[src/rtl/jtdd_snd_pkg.sv]
// Shared types and constants for the jtdd sound mixer: frame FSM states,
// gain fixed-point format and accumulator sizing.
package jtdd_snd_pkg;

  typedef enum logic [1:0] {
    IDLE = 2'd0,
    ACC  = 2'd1,
    SAT  = 2'd2
  } state_t;

  localparam int         GAIN_FRAC  = 4;
  localparam logic [7:0] GAIN_UNITY = 8'h10;

  // W-bit sample times 9-bit zero-extended gain, plus headroom for CH terms.
  function automatic int acc_width(input int w, input int ch);
    return w + 9 + $clog2(ch);
  endfunction

endpackage

[src/rtl/jtdd_snd_sat.sv]
// Drops the gain fraction with an arithmetic shift, then clamps the result
// into OUT_W signed bits and flags whether clamping happened.
module jtdd_snd_sat
  import jtdd_snd_pkg::*;
#(
  parameter int IN_W  = 27,
  parameter int OUT_W = 16
) (
  input  logic signed [IN_W-1:0]  i_din,
  output logic        [OUT_W-1:0] o_dout,
  output logic                    o_clip
);

  localparam logic signed [IN_W-1:0] MAXV = {{(IN_W-OUT_W+1){1'b0}}, {(OUT_W-1){1'b1}}};
  localparam logic signed [IN_W-1:0] MINV = {{(IN_W-OUT_W+1){1'b1}}, {(OUT_W-1){1'b0}}};

  logic signed [IN_W-1:0] w_shr;

  assign w_shr = i_din >>> GAIN_FRAC;

  always_comb begin
    o_dout = w_shr[OUT_W-1:0];
    o_clip = 1'b0;
    if (w_shr > MAXV) begin
      o_dout = MAXV[OUT_W-1:0];
      o_clip = 1'b1;
    end else if (w_shr < MINV) begin
      o_dout = MINV[OUT_W-1:0];
      o_clip = 1'b1;
    end
  end

endmodule

[src/rtl/jtdd_snd_mix.sv]
// Stereo mixer: CH gain-scaled channels summed by one shared multiplier pair
// over CH cycles per frame, then shifted, saturated and registered.
module jtdd_snd_mix
  import jtdd_snd_pkg::*;
#(
  parameter int         CH       = 4,
  parameter int         W        = 16,
  parameter logic [7:0] GAIN_RST = GAIN_UNITY
) (
  input  logic          clk,
  input  logic          rst,
  input  logic          cen,
  input  logic [CH*W-1:0] din_l,
  input  logic [CH*W-1:0] din_r,
  input  logic          gain_we,
  input  logic [3:0]    gain_addr,
  input  logic [7:0]    gain_din,
  input  logic          mute,
  output logic [W-1:0]  left,
  output logic [W-1:0]  right,
  output logic          sample,
  output logic          clip,
  output logic          overrun,
  output logic          busy,
  output state_t        dbg_state
);

  localparam int IW = $clog2(CH);
  localparam int PW = W + 9;
  localparam int AW = acc_width(W, CH);

  logic [7:0]           r_gain  [CH];
  logic [7:0]           r_gsnap [CH];
  logic [W-1:0]         r_snap_l[CH];
  logic [W-1:0]         r_snap_r[CH];
  logic signed [AW-1:0] r_acc_l, r_acc_r;
  logic [IW-1:0]        r_idx;
  state_t               r_state;

  logic signed [PW-1:0] w_a_l, w_a_r, w_b, w_prod_l, w_prod_r;
  logic [W-1:0]         w_sat_l, w_sat_r;
  logic                 w_clip_l, w_clip_r;

  assign dbg_state = r_state;

  // Operands pre-extended to the product width so the truncated product is exact.
  assign w_a_l    = {{9{r_snap_l[r_idx][W-1]}}, r_snap_l[r_idx]};
  assign w_a_r    = {{9{r_snap_r[r_idx][W-1]}}, r_snap_r[r_idx]};
  assign w_b      = {{(W+1){1'b0}}, r_gsnap[r_idx]};
  assign w_prod_l = w_a_l * w_b;
  assign w_prod_r = w_a_r * w_b;

  jtdd_snd_sat #(.IN_W(AW), .OUT_W(W)) u_sat_l (
    .i_din (r_acc_l),
    .o_dout(w_sat_l),
    .o_clip(w_clip_l)
  );

  jtdd_snd_sat #(.IN_W(AW), .OUT_W(W)) u_sat_r (
    .i_din (r_acc_r),
    .o_dout(w_sat_r),
    .o_clip(w_clip_r)
  );

  always_ff @(posedge clk or posedge rst) begin
    if (rst) begin
      for (int k = 0; k < CH; k++) r_gain[k] <= GAIN_RST;
    end else if (gain_we && ({1'b0, gain_addr} < 5'(CH))) begin
      r_gain[gain_addr[IW-1:0]] <= gain_din;
    end
  end

  always_ff @(posedge clk or posedge rst) begin
    if (rst) begin
      r_state <= IDLE;
      r_idx   <= '0;
      r_acc_l <= '0;
      r_acc_r <= '0;
      left    <= '0;
      right   <= '0;
      sample  <= 1'b0;
      clip    <= 1'b0;
      overrun <= 1'b0;
      busy    <= 1'b0;
      for (int k = 0; k < CH; k++) begin
        r_gsnap[k]  <= GAIN_RST;
        r_snap_l[k] <= '0;
        r_snap_r[k] <= '0;
      end
    end else begin
      sample  <= 1'b0;
      overrun <= 1'b0;
      case (r_state)
        IDLE: begin
          if (cen) begin
            for (int k = 0; k < CH; k++) begin
              r_gsnap[k]  <= r_gain[k];
              r_snap_l[k] <= din_l[k*W +: W];
              r_snap_r[k] <= din_r[k*W +: W];
            end
            r_acc_l <= '0;
            r_acc_r <= '0;
            r_idx   <= '0;
            busy    <= 1'b1;
            r_state <= ACC;
          end
        end
        ACC: begin
          overrun <= cen;
          r_acc_l <= r_acc_l + {{(AW-PW){w_prod_l[PW-1]}}, w_prod_l};
          r_acc_r <= r_acc_r + {{(AW-PW){w_prod_r[PW-1]}}, w_prod_r};
          if (r_idx == IW'(CH-1)) begin
            r_idx   <= '0;
            r_state <= SAT;
          end else begin
            r_idx <= r_idx + 1'b1;
          end
        end
        SAT: begin
          overrun <= cen;
          left    <= mute ? '0 : w_sat_l;
          right   <= mute ? '0 : w_sat_r;
          clip    <= mute ? 1'b0 : (w_clip_l | w_clip_r);
          sample  <= 1'b1;
          busy    <= 1'b0;
          r_state <= IDLE;
        end
        default: begin
          busy    <= 1'b0;
          r_state <= IDLE;
        end
      endcase
    end
  end

endmodule

[config.mk]
export PLATFORM = sky130hd
export DESIGN_NAME = jtdd_snd_mix
export DESIGN_NICKNAME = d
export VERILOG_FILES = /design/src/rtl/jtdd_snd_pkg.sv /design/src/rtl/jtdd_snd_sat.sv /design/src/rtl/jtdd_snd_mix.sv
export SDC_FILE = /design/constraint.sdc
export NUM_CORES = 1
export LEC_CHECK = 0
export ABC_CLOCK_PERIOD_IN_PS = 30200
export CORE_ASPECT_RATIO = 1.5
export CORE_UTILIZATION = 35
export CTS_BUF_LIST = sky130_fd_sc_hd__clkbuf_8
export DETAILED_ROUTE_END_ITERATION = 6
export GPL_TIMING_DRIVEN = 0
export MAX_ROUTING_LAYER = met4
export PLACE_DENSITY = 0.57
export SLEW_MARGIN = 0
export SYNTH_ARGS = -nofsm -noshare
export SYNTH_HDL_FRONTEND = slang
export SYNTH_HIERARCHICAL = 1
export SYNTH_SLANG_ARGS = --single-unit
[constraint.sdc]
create_clock -name clk -period 30.2 [get_ports clk]
set_input_delay 6.04 -clock clk [delete_from_list [all_inputs] [get_ports clk]]
set_output_delay 6.04 -clock clk [all_outputs]
set_load 0.05 [all_outputs]
* Word-level counts from Yosys, hierarchy flattened
Index checks and enable logic that the tools add are counted.
** Operators by class
- Equality and inequality tests :: 5
- $add $sub $neg :: 3
- Bitwise operators :: 4
- Magnitude comparators :: 8
- Reduce and logical (&&, ||, !) cells :: 9
- Multiplexer cells :: 36
- Shifts and indexed selects :: 0
- Divide/modulo/power cells :: 0
- Multiply operators :: 2
** Operators by type and width (count)
- two-way mux 16 bit :: 10
- one-hot mux 27 bit (2 select lines) :: 2
- binary-select mux 16 bit (select 2 bit) :: 2
- adder 27 bit :: 2
- multiplier 16 x 9 -> 25 bit :: 2
- > comparator 23 x 16 -> 1 bit (second input constant) :: 2
- less-than comparator 23 x 16 -> 1 bit (second input constant) :: 2
- bitwise mux 32 bit :: 1
- two-way mux 27 bit :: 1
- two-way mux 8 bit :: 3
- binary-select mux 8 bit (select 2 bit) :: 1
- demux 8 bit (select 2 bit) :: 1
- two-way mux 1 bit :: 8
- two-way mux 2 bit :: 4
- one-hot mux 2 bit (2 select lines) :: 2
- AND reduction 2 bit :: 4
- greater-or-equal comparator 3 bit (second input constant) :: 2
- inverter 2 -> 3 bit :: 2
- equality test 2 bit (second input constant) :: 2
- less-than comparator 4 x 3 -> 1 bit (second input constant) :: 1
- != test 2 bit (second input constant) :: 2
- less-than comparator 3 x 1 -> 1 bit (second input constant) :: 1
- adder 2 x 1 -> 2 bit (second input constant) :: 1
- equality test 2 x 1 -> 1 bit (second input constant) :: 1
- other kinds (7) :: 8
** Word-level totals
- Bits in registers :: 286
- Latch bits :: 0
- Output and inout port bits :: 38
- Memory bits (writable) :: 0
- Memories kept :: 0
- Logic and storage cells :: 93
- ROM bits :: 0

* Longest topological paths before layout
Gate-level depths: netlist of run 1.
- Word-level depth :: 7
- Mapped depth :: 34
- Gate-level depth less buffers :: 31

* Hierarchy
The synthesis of run 1 kept the hierarchy.
** Modules (own cells, without submodules)
- jtdd_snd_mix :: instances 1, area each 23368.7 µm², cells an instance 2248, seq. area each 7166.9 µm²
- jtdd_snd_sat :: instances 2, area each 354.1 µm², cells an instance 45, seq. area each 0.0 µm²

* Least setup slack after synthesis of run 1
No wires, ideal clock.
- Kind :: register to register
- From :: register r_idx[0]
- To :: register r_acc_l[25]
- Arrival time :: 7.777 ns
- Clock period less this slack :: 7.845 ns
- Slack :: 22.355 ns
- Stages on the path, launching flop included :: 31
- Path buffers :: 3
- Required time :: 30.131 ns
- Library setup time :: 0.069 ns
- Cell sequence :: dfrtp_1 clkbuf_1 buf_1 buf_2 mux4_2 and2_1 fa_1 fa_1 inv_1 fa_1 fa_1 inv_1 ha_1 o21a_1 o31a_1 or4_4 a21oi_4 and2b_2 o21ai_0 a221oi_1 ha_1 o21ai_0 nand2b_1 a21oi_1 nor2_1 a221oi_1 a21oi_1 nand3_1 a21oi_1 or3_1 nand3_1
** On the way
- Longest elaborated chain between the ends :: 7
- Elaborated cells on any way between the ends :: 10
- Classes of those cells :: add/sub: 1; mul: 1; mux: 7; bitwise: 1
** RTL lines
- start, declared :: RTL line jtdd_snd_mix.sv:37 : logic [IW-1:0] r_idx;
- start signal, assigned :: RTL line jtdd_snd_mix.sv:116 : r_idx <= r_idx + 1'b1;
- inverter 2 -> 3 bit (not written as such) * :: RTL line jtdd_snd_mix.sv:47, jtdd_snd_mix.sv:49
- binary-select mux 16 bit (select 2 bit) or binary-select mux 8 bit (select 2 bit) (tied branches) :: RTL line jtdd_snd_mix.sv:47, jtdd_snd_mix.sv:49
- two-way mux 16 bit (not written as such) or two-way mux 8 bit (tied branches) (2 in series) :: RTL line jtdd_snd_mix.sv:47, jtdd_snd_mix.sv:49
- multiplier 16 x 9 -> 25 bit * :: RTL line jtdd_snd_mix.sv:50 : assign w_prod_l = w_a_l * w_b;
- adder 27 bit * :: RTL line jtdd_snd_mix.sv:110 : r_acc_l <= r_acc_l + {{(AW-PW){w_prod_l[PW-1]}}, w_prod_l};
- one-hot mux 27 bit (2 select lines) * :: RTL line jtdd_snd_mix.sv:93 : case (r_state)
- end signal, assigned :: RTL line jtdd_snd_mix.sv:110
- end, declared :: RTL line jtdd_snd_mix.sv:36 : logic signed [AW-1:0] r_acc_l, r_acc_r;
Mark *: on every way between the ends. The rest lies on a longest branch, timed or not. The select of a mux whose other input is x is not followed.
A chain may end at the register's enable or synchronous reset.

* Worst setup path after layout of run 1
Ends and elaborated chain as after synthesis.

==> results of run 1 <==
==> final cells by class <==
| type | instances | area share |
|---|---|---|
| Inverter | 382 | 0.0513 |
| Tap cell | 892 | 0.0397 |
| Clock buffer | 63 | 0.0308 |
| Antenna cell | 1 | 0.0000890 |
| Multi-Input combinational cell | 1579 | 0.536 |
| Clock inverter | 24 | 0.00534 |
| Buffer | 91 | 0.0141 |
| Timing Repair Buffer | 185 | 0.0673 |
| Sequential cell | 286 | 0.255 |
==> cells by family after synthesis <==
family,Yosys count,synth area share
buffers and inverters,473,0.0760
adder cells (fa/ha/maj),366,0.254
flip-flops,286,0.298
AO/OA/AOI/OAI,357,0.0953
XOR/XNOR,86,0.0319
AND/OR/NAND/NOR,535,0.116
multiplexers,235,0.129
==> state kept, by name, summed over array words and instances, names as in the netlist, 2 cells and up <==
name,cells
dbg_state,2
r_idx,2
left,16
r_acc_r,27
r_gain,32
r_gsnap,32
r_acc_l,27
right,16
r_snap_r,64
r_snap_l,64
==> layout by cell type (no fill, tap or decap), types with 7 or more instances in the layout <==
cell             instances
a21o_1                  42
a21oi_1                 86
a22o_1                   7
a31oi_1                 11
and2_1                 125
buf_1                   12
clkbuf_1                71
clkbuf_8                63
clkdlybuf4s50_1        182
clkinv_2                 8
dfrtp_1                278
dfstp_2                  8
fa_1                   206
ha_1                   160
inv_1                  393
mux2_2                 193
mux4_2                  40
nand2_1                209
nand2b_1                16
nand3_1                 21
nand3b_1                33
nor2_1                  48
nor3_1                  26
nor3_2                  21
o21a_1                  14
o21ai_0                104
o21bai_1                15
o2bb2ai_1               30
xnor2_1                 53
xor2_1                  32
==> metrics by stage <==
stage,setup WS (ps),instance area [um2],instances,utilization
CTS,20880,28100,3502,0.414
global placement,12770,27000,3412,0.398
global route,20380,28100,3503,0.414
detailed placement,20910,27100,3415,0.399
floorplan,16280,24100,2338,-
finish,20970,28100,3503,0.414
==> critical path, delay by kind of cell (launching register included) <==
family                   cells  cell delay (ps)
flip-flops                   1              410
AND/OR/NAND/NOR              8             1670
AO/OA/AOI/OAI               10             1930
adder cells (fa/ha/maj)      6             2610
multiplexers                 1              700
buffers and inverters        5             1820
==> metal layers <==
layer | vias to the layer above | wire, um | global-route usage
met4 | 0 | 2360 | 0.0765
met3 | 127 | 2200 | 0.0221
met1 | 8588 | 25600 | 0.215
met5 | - | 0 | -
li1 | 8200 | - | -
met2 | 364 | 32800 | 0.342
==> path summary, 6_finish.rpt <==
| kind | to | cells after the start | from | slack [ps] |
|---|---|---|---|---|
| hold reg to reg | r_gsnap[19] | 1 | r_gain[19] | 490 |
| setup reg to reg | r_acc_l[25] | 30 | r_idx[0] | 20970 |
| hold / removal | r_gsnap[19] | 1 | r_gain[19] | 490 |
| setup / recovery | r_acc_l[25] | 30 | r_idx[0] | 20970 |
| max in group asynchronous | r_snap_l[60] | 3 | rst | 23380 |
| min in group asynchronous | r_snap_r[27] | 2 | rst | 5800 |
==> impl_metrics.tcl, run 1 <==
set metrics [dict create \
    synth.area.top_cells "dfrtp_1, fa_1, mux2_2" \
    cts_sinks 286 \
    core.rowCount 117 \
    yosysTopAreaCell "dfrtp_1" \
    synth_edf_count 0 \
    fillCellCount 6663 \
    h-tree-depth 2 \
    cts_tree "yes" \
    fin_nets 3083 \
    synth_warnings 6 \
    die_area_um2 69900 \
    post_cts_resized 0 \
    critPathMostFrequentCell "fa_1" \
    end_kind "flip-flop" \
    wl_per_cell_um 18.0 \
    hold_path_class "reg2reg" \
    whs_ps 485 \
    fin_crit_ps 9230 \
    core_um2 67900 \
    dp_hpwl_mm 51.2 \
    die_w_um 216 \
    cap_viol_max_count 0 \
    synth.most_common_cell "inv_1" \
    cts_hold_buffers 0 \
    outcome "complete, no violations" \
    max_freq_mhz 108 \
    critPathLaunchType "flip-flop" \
    crit_type "reg2reg" \
    ys_ff_latch 286 \
    start_util 0.354 \
    slew_viol_final 0 \
    dr.pass1.iters 5 \
    drt_iter0_drc 653 \
    track_usage 0.191 \
    portBuffers 182 \
    rsz0062_at_grt "no" \
    avgSynthCellArea_um2 10.3 \
    antenna_found_initial 1 \
    finalCritPeriodShare 0.306 \
    seqCellArea_um2 7170 \
    synthCells 2338 \
    syn_area_um2 24100 \
    async_flop_share 1.00 \
    ant_nets 0 \
    yosysSeqAreaShare 0.298 \
    grt_pass1_vias 18531 \
    gp_congestion 0.926 \
    crit_arrival_ps 9800 \
    fin_setup_tns_ps 0 \
    drc 0 \
    worst_pin_slew_ps 1230 \
    io_pins 183 \
    synth_common_cells "inv_1, dfrtp_1, nand2_1" \
    slew_headroom 0.180 \
    root_buffer "clkbuf_8" \
    die_h_um 323 \
    insertion_delay_ps 650 \
    synth_nets 2849 \
    cp.required_ps 30770 \
    ys_types 72 \
    drive_above_1_share 0.139 \
    wirelength_mm 62.9 \
    clock_path_buffers 3 \
    numCtsBuffers 47 \
    critPathMaxFanout 10 \
    synth_top_cell_area_share 0.289 \
    grt-ovfl-total 0 \
    slowest_delay_ps 770 \
    grt_max_degree 133 \
    grt_pass1_wl_mm 101 \
    hold_violations 0 \
    skew_ps 23.4 \
    setup-violations-final 0 \
    avgViaCountPerCell 4.93 \
    slowest_stage "buf_1" \
    clk_pin_slew_ps 70 \
    num_vias 17279 \
    multiInputGateArea_um2 15100 \
    post_cts.repair.setup_buffers 0 \
    syn2layout_area_growth_pct 16.8 \
    synthFlopType "dfrtp_1" \
]
Power of run 1 is left out: the tool's default activity adds up to more than one toggle a clock period on the data nets, which glitch-free logic cannot reach.
==> inputs of run 2 (changes only) <==
Settings changed: ABC_CLOCK_PERIOD_IN_PS 30200 to 9600.
Clock period 30.2 ns to 9.6 ns, I/O delays scaled along.
==> impl_metrics.tcl, run 2 (synthesis gave the netlist of run 1 again) <==
set metrics [dict create \
    outcome "complete, no violations" \
    crit_type "reg2reg" \
    ant_nets 0 \
    slowest_delay_ps 1030 \
    grtUsageMet2 0.341 \
    dp_hpwl_mm 51.7 \
    portBuffers 182 \
    hold_violations 0 \
    wl_per_cell_um 18.0 \
    io_pins 183 \
    wirelength_mm 63.2 \
    grt_pass1_wl_mm 103 \
    gp_congestion 0.906 \
    avgViaCountPerCell 4.97 \
    worst_pin_slew_ps 1330 \
    final_common_cell "inv_1" \
    skew_ps 49.3 \
    num_vias 17404 \
    die_area_um2 69900 \
    crit_arrival_ps 9500 \
    finalCritPeriodShare 0.937 \
    die_w_um 216 \
    setup_ws_ps 601 \
    grt_max_degree 45 \
    drive_above_1_share 0.139 \
    met3_usage 0.0255 \
    critPathMostFrequentCell "inv_1" \
    track_usage 0.193 \
    cts_tree "yes" \
    critPathLaunchType "flip-flop" \
    start_util 0.354 \
    setup-violations-final 0 \
    end_kind "flip-flop" \
    top_usage_layer "met2" \
    met1_usage 0.218 \
    max_freq_mhz 111 \
    reg_top3 "r_snap_l (64), r_snap_r (64)" \
    grt_pass1_vias 19165 \
    slew_viol_final 0 \
    post_cts.repair.setup_buffers 0 \
    pre_cts_ws_ps 294 \
    grt-ovfl-total 0 \
    cp.required_ps 10100 \
    core_um2 67900 \
    h-tree-depth 2 \
    fin_util 0.415 \
    critPathMaxFanout 10 \
    numCtsBuffers 48 \
    stdcell_area_um2 28200 \
    cap_viol_max_count 0 \
    rsz0062_at_grt "no" \
    fin_crit_ps 9000 \
    crit_buf_inv 6 \
    antenna_found_initial 1 \
    core.rowCount 117 \
    clock_path_buffers 3 \
    fin_nets 3089 \
    dr.pass1.iters 5 \
    die_h_um 323 \
    placed_cell_area_um2 27200 \
    drt_iter0_drc 571 \
    cts_sinks 286 \
    drc 0 \
    hold_path_class "reg2reg" \
    slew_headroom 0.114 \
    final_cell_mix "inv_1, dfrtp_1, nand2_1, fa_1, mux2_2" \
    slowest_stage "buf_1" \
    clk_pin_slew_ps 60 \
    critPathTopFamily "compound AO/OA/AOI/OAI gates" \
    fillCellCount 6655 \
    insertion_delay_ps 650 \
    fin_setup_tns_ps 0 \
    root_buffer "clkbuf_8" \
    syn2layout_area_growth_pct 17.1 \
]
-- run 2: cell count changes in the layout (fill, tap and decap cells not counted), sizes merged --
| cell | change |
|---|---|
| clkinvlp | +1 |
| clkbuf | -3 |
| clkinv | -5 |
| bufinv | +2 |
| inv | +2 |
| buf | +4 |
-- run 2: metrics by stage --
step | instances | hold WS (ps)
after floorplan | 2338 | 456
after global placement | 3412 | 476
after detailed placement | 3420 | 488
after CTS | 3503 | 503
after global routing | 3504 | 510
final | 3504 | 498
-- run 2: cell type report --
class                      instances  area, um2  share of cell area
clock buffer                      59        812              0.0288
buffer                            91        399              0.0142
clock inverter                    24        196             0.00697
inverter                         382       1440              0.0510
timing repair buffer             190       1980              0.0703
antenna                            1       2.50           0.0000887
multi-input combinational       1579      15100               0.535
tap                              892       1120              0.0396
sequential                       286       7170               0.254
-- run 2: worst reg2reg max path, delay by kind of cell (launching register included) --
| kind | cells | cell delay [ps] |
|---|---|---|
| adder cells (fa/ha/maj) | 6 | 2280 |
| buffers and inverters | 6 | 1710 |
| flip-flops | 1 | 430 |
| multiplexers | 1 | 770 |
| AND/OR/NAND/NOR | 2 | 310 |
| AO/OA/AOI/OAI | 14 | 2900 |
| XOR/XNOR | 2 | 410 |
-- run 2: final timing paths --
check | slack (ps) | from | to | cells past startpoint
worst max-delay path | 600 | r_idx[0] | r_acc_l[26] | 31
worst min-delay path | 500 | r_acc_r[3] | r_acc_r[3] | 2
worst max register to register | 600 | r_idx[0] | r_acc_l[26] | 31
worst min register to register | 500 | r_acc_r[3] | r_acc_r[3] | 2
max in group asynchronous | 6650 | rst | r_gain[12] | 6
min in group asynchronous | 1620 | rst | r_snap_r[43] | 2
-- run 2: timing repair --
action | in CTS | in global routing
endpoints found under the setup margin | 0 | 8
hold buffers | 0 | 0
gates resized for setup | 0 | 2
-- run 2: per-layer routing --
layer  part of all wire  wire length, um
met3              0.035             2230
met5                  0                0
met1               0.41            25800
met2               0.51            32500
met4              0.043             2710
Power of run 2 is left out for the same reason.
